===== config.mk =====
export PLATFORM = sky130hd
export DESIGN_NAME = key_schedule_seq
export DESIGN_NICKNAME = d
export VERILOG_FILES = /design/src/rtl/aes_pkg.sv /design/src/rtl/aes_subword.sv /design/src/rtl/key_schedule_seq.sv
export SDC_FILE = /design/constraint.sdc
export NUM_CORES = 2
export LEC_CHECK = 0
export ABC_AREA = 1
export BUFFER_PORTS_ARGS = -buffer_cell sky130_fd_sc_hd__buf_2
export CAP_MARGIN = 20
export CELL_PAD_IN_SITES_DETAIL_PLACEMENT = 0
export CELL_PAD_IN_SITES_GLOBAL_PLACEMENT = 1
export CORE_MARGIN = 2
export CORE_UTILIZATION = 38
export CTS_BUF_LIST = sky130_fd_sc_hd__clkbuf_8
export DETAILED_ROUTE_END_ITERATION = 8
export GPL_TIMING_DRIVEN = 0
export PLACE_DENSITY = 0.83
export SLEW_MARGIN = 20
export SYNTH_ARGS = -nofsm -noshare
export SYNTH_HDL_FRONTEND = slang
export SYNTH_SLANG_ARGS = --single-unit

===== constraint.sdc =====
create_clock -name clk -period 3.7 [get_ports clk]
set_clock_uncertainty 0.2 [all_clocks]
set_input_delay 0 -clock clk [delete_from_list [all_inputs] [get_ports clk]]
set_output_delay 0 -clock clk [all_outputs]
set_load 0.02 [all_outputs]

===== src/rtl/aes_pkg.sv =====
`default_nettype none
// ============================================================================
// Module      : aes_pkg
// Description : Shared AES types, key-length lookups, Rcon and S-box tables.
// Revision    : 1.0 - initial release
// ============================================================================
package aes_pkg;

    typedef enum logic [1:0] {
        KEY_128 = 2'd0,
        KEY_192 = 2'd1,
        KEY_256 = 2'd2,
        KEY_BAD = 2'd3
    } key_len_e;

    function automatic logic [3:0] nk_of(input key_len_e len);
        case (len)
            KEY_192: return 4'd6;
            KEY_256: return 4'd8;
            default: return 4'd4;
        endcase
    endfunction

    function automatic logic [3:0] nr_of(input key_len_e len);
        case (len)
            KEY_192: return 4'd12;
            KEY_256: return 4'd14;
            default: return 4'd10;
        endcase
    endfunction

    localparam logic [7:0] RCON [0:10] = '{
        8'h00, 8'h01, 8'h02, 8'h04, 8'h08, 8'h10, 8'h20, 8'h40, 8'h80, 8'h1b, 8'h36
    };

    function automatic logic [7:0] rcon_of(input logic [3:0] idx);
        return (idx <= 4'd10) ? RCON[idx] : 8'h00;
    endfunction

    localparam logic [7:0] SBOX [0:255] = '{
        8'h63, 8'h7c, 8'h77, 8'h7b, 8'hf2, 8'h6b, 8'h6f, 8'hc5, 8'h30, 8'h01, 8'h67, 8'h2b, 8'hfe, 8'hd7, 8'hab, 8'h76,
        8'hca, 8'h82, 8'hc9, 8'h7d, 8'hfa, 8'h59, 8'h47, 8'hf0, 8'had, 8'hd4, 8'ha2, 8'haf, 8'h9c, 8'ha4, 8'h72, 8'hc0,
        8'hb7, 8'hfd, 8'h93, 8'h26, 8'h36, 8'h3f, 8'hf7, 8'hcc, 8'h34, 8'ha5, 8'he5, 8'hf1, 8'h71, 8'hd8, 8'h31, 8'h15,
        8'h04, 8'hc7, 8'h23, 8'hc3, 8'h18, 8'h96, 8'h05, 8'h9a, 8'h07, 8'h12, 8'h80, 8'he2, 8'heb, 8'h27, 8'hb2, 8'h75,
        8'h09, 8'h83, 8'h2c, 8'h1a, 8'h1b, 8'h6e, 8'h5a, 8'ha0, 8'h52, 8'h3b, 8'hd6, 8'hb3, 8'h29, 8'he3, 8'h2f, 8'h84,
        8'h53, 8'hd1, 8'h00, 8'hed, 8'h20, 8'hfc, 8'hb1, 8'h5b, 8'h6a, 8'hcb, 8'hbe, 8'h39, 8'h4a, 8'h4c, 8'h58, 8'hcf,
        8'hd0, 8'hef, 8'haa, 8'hfb, 8'h43, 8'h4d, 8'h33, 8'h85, 8'h45, 8'hf9, 8'h02, 8'h7f, 8'h50, 8'h3c, 8'h9f, 8'ha8,
        8'h51, 8'ha3, 8'h40, 8'h8f, 8'h92, 8'h9d, 8'h38, 8'hf5, 8'hbc, 8'hb6, 8'hda, 8'h21, 8'h10, 8'hff, 8'hf3, 8'hd2,
        8'hcd, 8'h0c, 8'h13, 8'hec, 8'h5f, 8'h97, 8'h44, 8'h17, 8'hc4, 8'ha7, 8'h7e, 8'h3d, 8'h64, 8'h5d, 8'h19, 8'h73,
        8'h60, 8'h81, 8'h4f, 8'hdc, 8'h22, 8'h2a, 8'h90, 8'h88, 8'h46, 8'hee, 8'hb8, 8'h14, 8'hde, 8'h5e, 8'h0b, 8'hdb,
        8'he0, 8'h32, 8'h3a, 8'h0a, 8'h49, 8'h06, 8'h24, 8'h5c, 8'hc2, 8'hd3, 8'hac, 8'h62, 8'h91, 8'h95, 8'he4, 8'h79,
        8'he7, 8'hc8, 8'h37, 8'h6d, 8'h8d, 8'hd5, 8'h4e, 8'ha9, 8'h6c, 8'h56, 8'hf4, 8'hea, 8'h65, 8'h7a, 8'hae, 8'h08,
        8'hba, 8'h78, 8'h25, 8'h2e, 8'h1c, 8'ha6, 8'hb4, 8'hc6, 8'he8, 8'hdd, 8'h74, 8'h1f, 8'h4b, 8'hbd, 8'h8b, 8'h8a,
        8'h70, 8'h3e, 8'hb5, 8'h66, 8'h48, 8'h03, 8'hf6, 8'h0e, 8'h61, 8'h35, 8'h57, 8'hb9, 8'h86, 8'hc1, 8'h1d, 8'h9e,
        8'he1, 8'hf8, 8'h98, 8'h11, 8'h69, 8'hd9, 8'h8e, 8'h94, 8'h9b, 8'h1e, 8'h87, 8'he9, 8'hce, 8'h55, 8'h28, 8'hdf,
        8'h8c, 8'ha1, 8'h89, 8'h0d, 8'hbf, 8'he6, 8'h42, 8'h68, 8'h41, 8'h99, 8'h2d, 8'h0f, 8'hb0, 8'h54, 8'hbb, 8'h16
    };

    function automatic logic [7:0] sbox_of(input logic [7:0] b);
        return SBOX[b];
    endfunction

endpackage : aes_pkg
`default_nettype wire


===== src/rtl/aes_subword.sv =====
`default_nettype none
// ============================================================================
// Module      : aes_subword
// Description : AES SubWord - four parallel S-box lookups on one 32-bit word.
// Revision    : 1.0 - initial release
// ============================================================================
module aes_subword
    import aes_pkg::*;
(
    input  logic [31:0] i_word,
    output logic [31:0] o_word
);

    for (genvar b = 0; b < 4; b++) begin : g_byte
        assign o_word[8*b +: 8] = sbox_of(i_word[8*b +: 8]);
    end

endmodule : aes_subword
`default_nettype wire


===== src/rtl/key_schedule_seq.sv =====
`default_nettype none
// ============================================================================
// Module      : key_schedule_seq
// Description : Sequential AES key expansion, one word per cycle, round keys
//               handed out over a valid/ready interface.
//               Define KEY_SCHED_AES256_EN to enable AES-256 key support.
// Revision    : 1.0 - initial release
// ============================================================================
module key_schedule_seq
    import aes_pkg::*;
#(
    parameter int regSize = 32,
    parameter int vecSize = 4,
    parameter int MAX_NK  = 8
) (
    input  logic                            clk,
    input  logic                            rst_n,
    input  logic                            start,
    input  logic [1:0]                      key_len,
    input  logic [MAX_NK-1:0][regSize-1:0]  key_in,
    output logic [vecSize-1:0][regSize-1:0] round_key,
    output logic                            rk_valid,
    input  logic                            rk_ready,
    output logic [3:0]                      rk_index,
    output logic                            rk_last,
    output logic                            busy,
    output logic                            err
);

`ifdef KEY_SCHED_AES256_EN
    localparam int c_WIN_DEPTH = MAX_NK;
`else
    localparam int c_WIN_DEPTH = (MAX_NK < 6) ? MAX_NK : 6;
`endif

    typedef enum logic [1:0] {
        ST_IDLE    = 2'd0,
        ST_LOAD    = 2'd1,
        ST_EXPAND  = 2'd2,
        ST_PRESENT = 2'd3
    } state_e;

    state_e             r_state;
    key_len_e           r_len;
    logic [regSize-1:0] r_win [c_WIN_DEPTH];
    logic [2:0]         r_phase;
    logic [3:0]         r_div;
    logic [1:0]         r_wcnt;

    logic               w_len_legal;
    logic [3:0]         w_nk;
    logic [3:0]         w_nr;
    logic [2:0]         w_last_idx;
    logic [regSize-1:0] w_prev;
    logic [regSize-1:0] w_rot;
    logic [regSize-1:0] w_sub_in;
    logic [regSize-1:0] w_sub_out;
    logic [regSize-1:0] w_t;
    logic [regSize-1:0] w_word;
    logic [regSize-1:0] w_shift [c_WIN_DEPTH];

`ifdef KEY_SCHED_AES256_EN
    assign w_len_legal = (key_len != 2'd3);
`else
    assign w_len_legal = (key_len < 2'd2);
`endif

    if (MAX_NK > c_WIN_DEPTH) begin : g_unused_key
        logic [(MAX_NK-c_WIN_DEPTH)*regSize-1:0] w_unused_key;
        assign w_unused_key = key_in[MAX_NK-1:c_WIN_DEPTH];
    end

    // The window is a shift register: r_win[0] is w[i-Nk], r_win[Nk-1] is w[i-1].
    assign w_nk       = nk_of(r_len);
    assign w_nr       = nr_of(r_len);
    assign w_last_idx = 3'(w_nk - 4'd1);
    assign w_prev     = r_win[w_last_idx];
    assign w_rot      = {w_prev[regSize-9:0], w_prev[regSize-1:regSize-8]};

    aes_subword u_subword (
        .i_word (w_sub_in),
        .o_word (w_sub_out)
    );

    always_comb begin
        w_sub_in = (r_phase == 3'd0) ? w_rot : w_prev;
        w_t      = w_prev;
        if (r_phase == 3'd0) begin
            w_t = w_sub_out ^ {rcon_of(r_div), {(regSize-8){1'b0}}};
        end
`ifdef KEY_SCHED_AES256_EN
        else if (w_nk == 4'd8 && r_phase == 3'd4) begin
            w_t = w_sub_out;
        end
`endif
        // During the first Nk words the key simply rotates through the window.
        w_word = (r_div == 4'd0) ? r_win[0] : (r_win[0] ^ w_t);
        for (int k = 0; k < c_WIN_DEPTH - 1; k++) begin
            w_shift[k] = r_win[k+1];
        end
        w_shift[c_WIN_DEPTH-1] = w_word;
        w_shift[w_last_idx]    = w_word;
    end

    always_ff @(posedge clk or negedge rst_n) begin
        if (!rst_n) begin
            r_state   <= ST_IDLE;
            r_len     <= KEY_128;
            r_phase   <= '0;
            r_div     <= '0;
            r_wcnt    <= '0;
            round_key <= '0;
            rk_valid  <= 1'b0;
            rk_index  <= '0;
            rk_last   <= 1'b0;
            busy      <= 1'b0;
            err       <= 1'b0;
            for (int k = 0; k < c_WIN_DEPTH; k++) begin
                r_win[k] <= '0;
            end
        end else begin
            err <= 1'b0;
            case (r_state)
                ST_IDLE: begin
                    if (start) begin
                        if (w_len_legal) begin
                            r_len <= key_len_e'(key_len);
                            for (int k = 0; k < c_WIN_DEPTH; k++) begin
                                r_win[k] <= key_in[k];
                            end
                            busy    <= 1'b1;
                            r_state <= ST_LOAD;
                        end else begin
                            err <= 1'b1;
                        end
                    end
                end
                ST_LOAD: begin
                    r_phase  <= '0;
                    r_div    <= '0;
                    r_wcnt   <= '0;
                    rk_index <= '0;
                    rk_last  <= 1'b0;
                    r_state  <= ST_EXPAND;
                end
                ST_EXPAND: begin
                    round_key[r_wcnt] <= w_word;
                    r_win             <= w_shift;
                    r_wcnt            <= r_wcnt + 2'd1;
                    if (r_phase == w_last_idx) begin
                        r_phase <= '0;
                        r_div   <= r_div + 4'd1;
                    end else begin
                        r_phase <= r_phase + 3'd1;
                    end
                    if (r_wcnt == 2'd3) begin
                        rk_valid <= 1'b1;
                        rk_last  <= (rk_index == w_nr);
                        r_state  <= ST_PRESENT;
                    end
                end
                ST_PRESENT: begin
                    if (rk_ready) begin
                        rk_valid <= 1'b0;
                        if (rk_last) begin
                            busy    <= 1'b0;
                            r_state <= ST_IDLE;
                        end else begin
                            rk_index <= rk_index + 4'd1;
                            r_state  <= ST_EXPAND;
                        end
                    end
                end
                default: r_state <= ST_IDLE;
            endcase
        end
    end

endmodule : key_schedule_seq
`default_nettype wire


* After elaboration in Yosys (flattened, before gate mapping)
Memories as Yosys holds them, arrays and structs flattened.
Index checks and enable logic that the tools add are counted.
** Word-level totals
- Word-level logic and storage cells :: 137
- Input bits :: 262
- Memories :: 5
- Register bits after elaboration :: 341
- Bits in read-only memories :: 8320
** Cells by class
- Bitwise operators :: 8
- Muxes and demuxes :: 55
- Reduce and logical (&&, ||, !) cells :: 18
- Magnitude comparators :: 11
- Equality and inequality tests :: 15
- $add $sub $neg :: 5
** Memories
- (name not given) :: depth 256, width 8, rd ports 1, clocked after Yosys merged registers in 0, wr ports 0, RTL line aes_pkg.sv:60 : return SBOX[b];
- (name not given) :: depth 256, width 8, rd ports 1, clocked after Yosys merged registers in 0, wr ports 0, RTL line aes_pkg.sv:60
- (name not given) :: depth 256, width 8, rd ports 1, clocked after Yosys merged registers in 0, wr ports 0, RTL line aes_pkg.sv:60
- (name not given) :: depth 256, width 8, rd ports 1, clocked after Yosys merged registers in 0, wr ports 0, RTL line aes_pkg.sv:60
- (name not given) :: depth 16, width 8, rd ports 1, clocked after Yosys merged registers in 0, wr ports 0, RTL line aes_pkg.sv:37 : return (idx <= 4'd10) ? RCON[idx] : 8'h00;
** Operators with widths (number)
- two-way mux 192 bit :: 2
- one-hot mux 192 bit (2 select lines) :: 1
- two-way mux 32 bit :: 7
- bitwise mux 192 bit :: 1
- bitwise mux 128 bit :: 1
- binary-select mux 32 bit (select 3 bit) :: 1
- demux 32 bit (select 3 bit) :: 1
- two-way mux 8 bit :: 11
- demux 32 bit (select 2 bit) :: 1
- bitwise XOR 32 bit :: 2
- greater-or-equal comparator 9 bit (second input constant) :: 4
- inverter 8 -> 9 bit :: 4
- one-hot mux 3 bit (2 select lines) :: 3
- one-hot mux 4 bit (2 select lines) :: 2
- != test 2 bit (second input constant) :: 7
- two-way mux 4 bit :: 3
- AND reduction 3 bit :: 4
- two-way mux 1 bit :: 10
- two-way mux 2 bit :: 5
- nonzero test 2 bit :: 5
- adder 4 x 1 -> 4 bit (second input constant) :: 2
- == test 2 bit (second input constant) :: 4
- one-hot mux 2 bit (4 select lines) :: 1
- one-hot mux 1 bit (2 select lines) :: 3
- 24 further kinds :: 27

* Longest topological paths before layout
- Depth after elaboration :: 18
- Depth in mapped cells :: 30
- Mapped depth without buffers :: 29

* Modules after synthesis
From an unflattened synthesis, not the netlist that was laid out.
** Unflattened totals
- Cells, all modules :: 4804
- Area total of the unflattened synthesis :: 29300.6 µm²
** By module, submodules not included
- key_schedule_seq :: area an instance 17475.5 µm², instances 1, cells an instance 2305
- aes_subword :: area an instance 11825.1 µm², instances 1, cells an instance 2499

* Worst setup path after synthesis
OpenSTA, ideal clock, no wires.
- Path kind :: reg2reg
- Start point :: reg r_len[0]
- End point :: reg r_win[21] (netlist bit)
- Setup time :: 0.124 ns
- Stages on the path, launching flop included :: 23
- Path slack :: 0.076 ns
- Period minus slack after synthesis :: 3.624 ns
- Arrival :: 3.300 ns
- Cell sequence :: dfrtp_1 -> ha_1 -> buf_6 -> buf_6 -> nand3_1 -> o21ai_1 -> o21ai_4 -> inv_2 -> ha_1 -> nor2_1 -> inv_1 -> nor2_1 -> nor2_1 -> nand3b_1 -> nand3_1 -> nand3_1 -> nand2_1 -> nand2_1 -> nand3_1 -> nand3_2 -> nand3_1 -> o211ai_1 -> nand2_1
** On the way
- Longest elaborated chain between the ends :: 18
- Elaborated cells on any way between the ends :: 24
** RTL lines
- start, declared :: RTL line key_schedule_seq.sv:44 : key_len_e r_len;
- start signal, assigned :: RTL line key_schedule_seq.sv:127 : r_len <= key_len_e'(key_len);
- == test 2 bit / == test 2 x 1 -> 1 bit (equally long branches) :: RTL line aes_pkg.sv:17 : case (len)
- one-hot mux 3 bit (2 select lines) * :: RTL line aes_pkg.sv:17
- subtractor 3 x 1 -> 3 bit * :: RTL line key_schedule_seq.sv:76 : assign w_last_idx = 3'(w_nk - 4'd1);
- inverter 3 -> 4 bit (implied by the code) * :: RTL line key_schedule_seq.sv:77, key_schedule_seq.sv:102
- binary-select mux 32 bit (select 3 bit) :: RTL line key_schedule_seq.sv:77 : assign w_prev = r_win[w_last_idx];
- two-way mux 32 bit (implied by the code) (2 in a row) :: RTL line key_schedule_seq.sv:77
- two-way mux 32 bit :: RTL line key_schedule_seq.sv:86 : w_sub_in = (r_phase == 3'd0) ? w_rot : w_prev;
- inverter 8 -> 9 bit (implied by the code) :: RTL line aes_pkg.sv:60
- memory (256 x 8 bit)
- two-way mux 8 bit (implied by the code) (2 in a row) :: RTL line aes_pkg.sv:60
- bitwise XOR 32 bit :: RTL line key_schedule_seq.sv:89 : w_t = w_sub_out ^ {rcon_of(r_div), {(regSize-8){1'b0}}};
- two-way mux 32 bit :: RTL line key_schedule_seq.sv:88 : if (r_phase == 3'd0) begin
- bitwise XOR 32 bit :: RTL line key_schedule_seq.sv:97 : w_word = (r_div == 4'd0) ? r_win[0] : (r_win[0] ^ w_t);
- two-way mux 32 bit :: RTL line key_schedule_seq.sv:97
- bitwise mux 192 bit * :: RTL line key_schedule_seq.sv:102 : w_shift[w_last_idx] = w_word;
- one-hot mux 192 bit (2 select lines) * :: RTL line key_schedule_seq.sv:123 : case (r_state)
- end signal, assigned by index :: RTL line key_schedule_seq.sv:129 : r_win[k] <= key_in[k];
- end signal, assigned :: RTL line key_schedule_seq.sv:148 : r_win <= w_shift;
- end, declared :: RTL line key_schedule_seq.sv:45 : logic [regSize-1:0] r_win [c_WIN_DEPTH];
Mark *: on every way between the ends. The rest lies on a longest branch, timed or not. The select of a mux whose other input is x is not followed.
A chain may end at the register's enable or synchronous reset.

* Worst setup path after layout
- Start point :: reg r_len[0]
- End point :: reg r_win[138] (netlist bit)
Same word-level chain as after synthesis.

==> impl_metrics.ini <==
[timing]
slew_headroom_pct = 22.0
fin_ws_ns = -0.619
rsz0062_at_grt = yes
final_hold_viol_count = 0
clock.fmax_mhz = 232
finalCriticalPeriod_ns = 4.32
report.final.slew_viol_count = 0
worst_slew_pin_slew_ns = 1.17
holdWs_ns = 0.000805
finalCritPeriodShare_pct = 117
setup_viol = 301

[detailed_routing]
firstDrtPassIters = 8
via_per_inst = 6.35
ant_nets = 0
wl_per_cell_um = 29.5
drt_iter0_markers = 7382
wl_um = 198000
num_vias = 42692
post-route-drc-count = 0

[yosys]
async_flop_share_pct = 100
synth_nets = 5132
syn-cell-area_um2 = 29500
ys.flop_type = dfrtp_1
synth-edff-count = 0
yosysSeqAreaShare_pct = 28.9
ys_types = 49
syn_avg_cell_area_um2 = 6.12
synth_cells = 4816
ys_ff_latch = 341
ys_warn_count = 0

[worst_setup_path]
cp.required_ns = 4.01
cp-end-kind = register
path_max_fanout = 10
cp-start-kind = register
cp.arrival_ns = 4.63
critPathKind = reg2reg

[finish]
final_nets = 5953
nFillCells = 7829
drive_gt1_share_pct = 25.1
layout_common_cells = 1306 x nand2_1, 720 x nand3_1, 388 x buf_2
layout.cells.most_common = nand2_1
syn_to_final_growth_pct = 39.3

[die]
start_util_pct = 38.2
die_h_um = 283
die_w_um = 283
row_count = 102
num_io_pins = 398
core_area_um2 = 77100
die_area_um2 = 79800

[grt]
grt_max_degree = 100
grt_pass1_wl_um = 276000
grt_use_total_pct = 47.6
grt_pass1_vias = 40174
antenna_found_initial = 4
overflow = 0

[outcome]
status = finished, violations left
violations = setup timing

[placed_design]
portBuffers = 333
place_hpwl_um = 144000
place_congestion = 1.13

[clock_network]
h-tree-depth = 2
cts.sinks = 341
clockBufferDepth = 3
cts_tree = yes
clk_pin_slew_ns = 0.07
ctsRootBufferMaster = clkbuf_8
clk_latency_ns = 0.69
cts_buffers = 52

[flow_run]
max_cap_viol_count = 0

[hold_path]
hold_class = in2reg
==> logic make-up after synthesis <==
kind of cell,Yosys count,synth area share [%]
buf+inv,659,9.68
simple gates,2879,41.8
xor+xnor,3,0.0891
flops,341,28.9
compound gates,880,17.2
fa+ha+maj,54,2.29
==> cell usage after synthesis (4+ instances only) <==
master	instances	area [um^2]
a21oi_1	277	1390
dfrtp_1	341	8530
buf_4	34	255
ha_1	54	676
nand2_4	4	45.0
nand2_1	1510	5670
buf_6	18	203
o21ai_0	210	1050
o21ai_4	7	114
a31oi_1	66	413
nand3_2	12	120
nor2_1	384	1440
or2_2	8	50.1
a21oi_2	5	43.8
o211ai_1	124	931
nor2_4	4	45.0
nor3_1	11	55.1
nand3_1	851	4260
inv_1	292	1100
o22ai_1	21	131
o21ai_1	130	651
nand4_1	29	181
buf_1	15	56.3
buf_2	93	465
clkbuf_1	148	556
o21ai_2	16	140
inv_2	58	218
or2_1	5	31.3
nand2_2	33	206
nor2_2	11	68.8
nand3b_1	13	97.6
==> area by class of cell <==
cell class                      instances  area, um^2  area share (%)
Multi-Input combinational cell       3817       20900            50.8
Timing Repair Buffer                  766        5970            14.5
Clock buffer                           67         922            2.25
Tap cell                             1040        1300            3.17
Clock inverter                         28         166           0.405
Sequential cell                       341        8530            20.8
Buffer                                308        1870            4.56
Inverter                              351        1420            3.46
Antenna cell                            3        7.51          0.0183
==> registers in the layout, summed over array words and instances, names as in the netlist, 2 cells and up <==
signal,cells
r_div,4
r_len,2
r_phase,3
r_state,2
r_wcnt,2
r_win,192
rk_index,4
round_key,128
==> path summary, 6_finish.rpt <==
| path | startpoint | cells after the start | endpoint | slack [ns] |
|---|---|---|---|---|
| setup / recovery | r_len[0]$_DFFE_PN0P_ | 25 | r_win[138]$_DFFE_PN0P_ | -0.62 |
| hold / removal | key_in[61] | 4 | r_win[157]$_DFFE_PN0P_ | 0.0008 |
| setup reg to reg | r_len[0]$_DFFE_PN0P_ | 25 | r_win[138]$_DFFE_PN0P_ | -0.62 |
| hold reg to reg | round_key[39]$_DFFE_PN0P_ | 2 | round_key[39]$_DFFE_PN0P_ | 0.28 |
| max in group asynchronous | rst_n | 6 | r_win[100]$_DFFE_PN0P_ | 1.90 |
| min in group asynchronous | rst_n | 4 | round_key[55]$_DFFE_PN0P_ | 0.30 |
==> metal layers <==
layer  global-route usage, %  routed length (um)  up-vias
li1                        -                   -    17737
met1                    59.3               71400    19980
met2                    68.9               80300     3905
met3                    18.5               30700     1068
met4                    29.3               16000        2
met5                       0                   8        -
==> per-stage QoR <==
| step | worst slack (ns) | std cells | util [%] | TNS (ns) | cell area [um^2] |
|---|---|---|---|---|---|
| final | -0.619 | 6721 | 53.3 | -107.26 | 41100 |
| after global placement | -4.40 | 6189 | 42.1 | -1852.27 | 32400 |
| after floorplan | 0.0762 | 4816 | - | 0 | 29500 |
| after detailed placement | -2.04 | 6194 | 42.3 | -346.39 | 32600 |
| after global routing | -0.690 | 6721 | 53.3 | -122.65 | 41100 |
| after CTS | -0.475 | 6630 | 50.0 | -80.98 | 38600 |
==> worst max-delay path, cell delays in order, from the launching register on <==
cell,delay [ns]
dfrtp_2,0.46
ha_4,0.30
buf_12,0.16
buf_12,0.15
nand3_4,0.09
o21ai_2,0.08
o21ai_4,0.26
buf_12,0.17
clkinvlp_4,0.11
ha_4,0.34
clkinvlp_4,0.19
buf_6,0.17
nor2_4,0.09
nor2_2,0.05
nand2_1,0.07
a31oi_1,0.07
o21ai_1,0.19
nand2_1,0.11
nand2_1,0.07
nand3_1,0.07
nand3_1,0.15
nand3_1,0.18
nand2_4,0.18
nand2_1,0.07
nand2_1,0.09
a21oi_1,0.05
==> repair_timing <==
| action | CTS | global route |
|---|---|---|
| endpoints found under the hold margin | 490 | 0 |
| setup endpoints to repair | 250 | 323 |
| hold buffers | 270 | 0 |
| resized for setup | 434 | 479 |
| setup buffers | 70 | 87 |
| pin swaps | 61 | 105 |
| gates cloned | 1 | 2 |
Power is not shown: default switching activity piles up to over one toggle a cycle in this logic, so the estimate is an artifact.
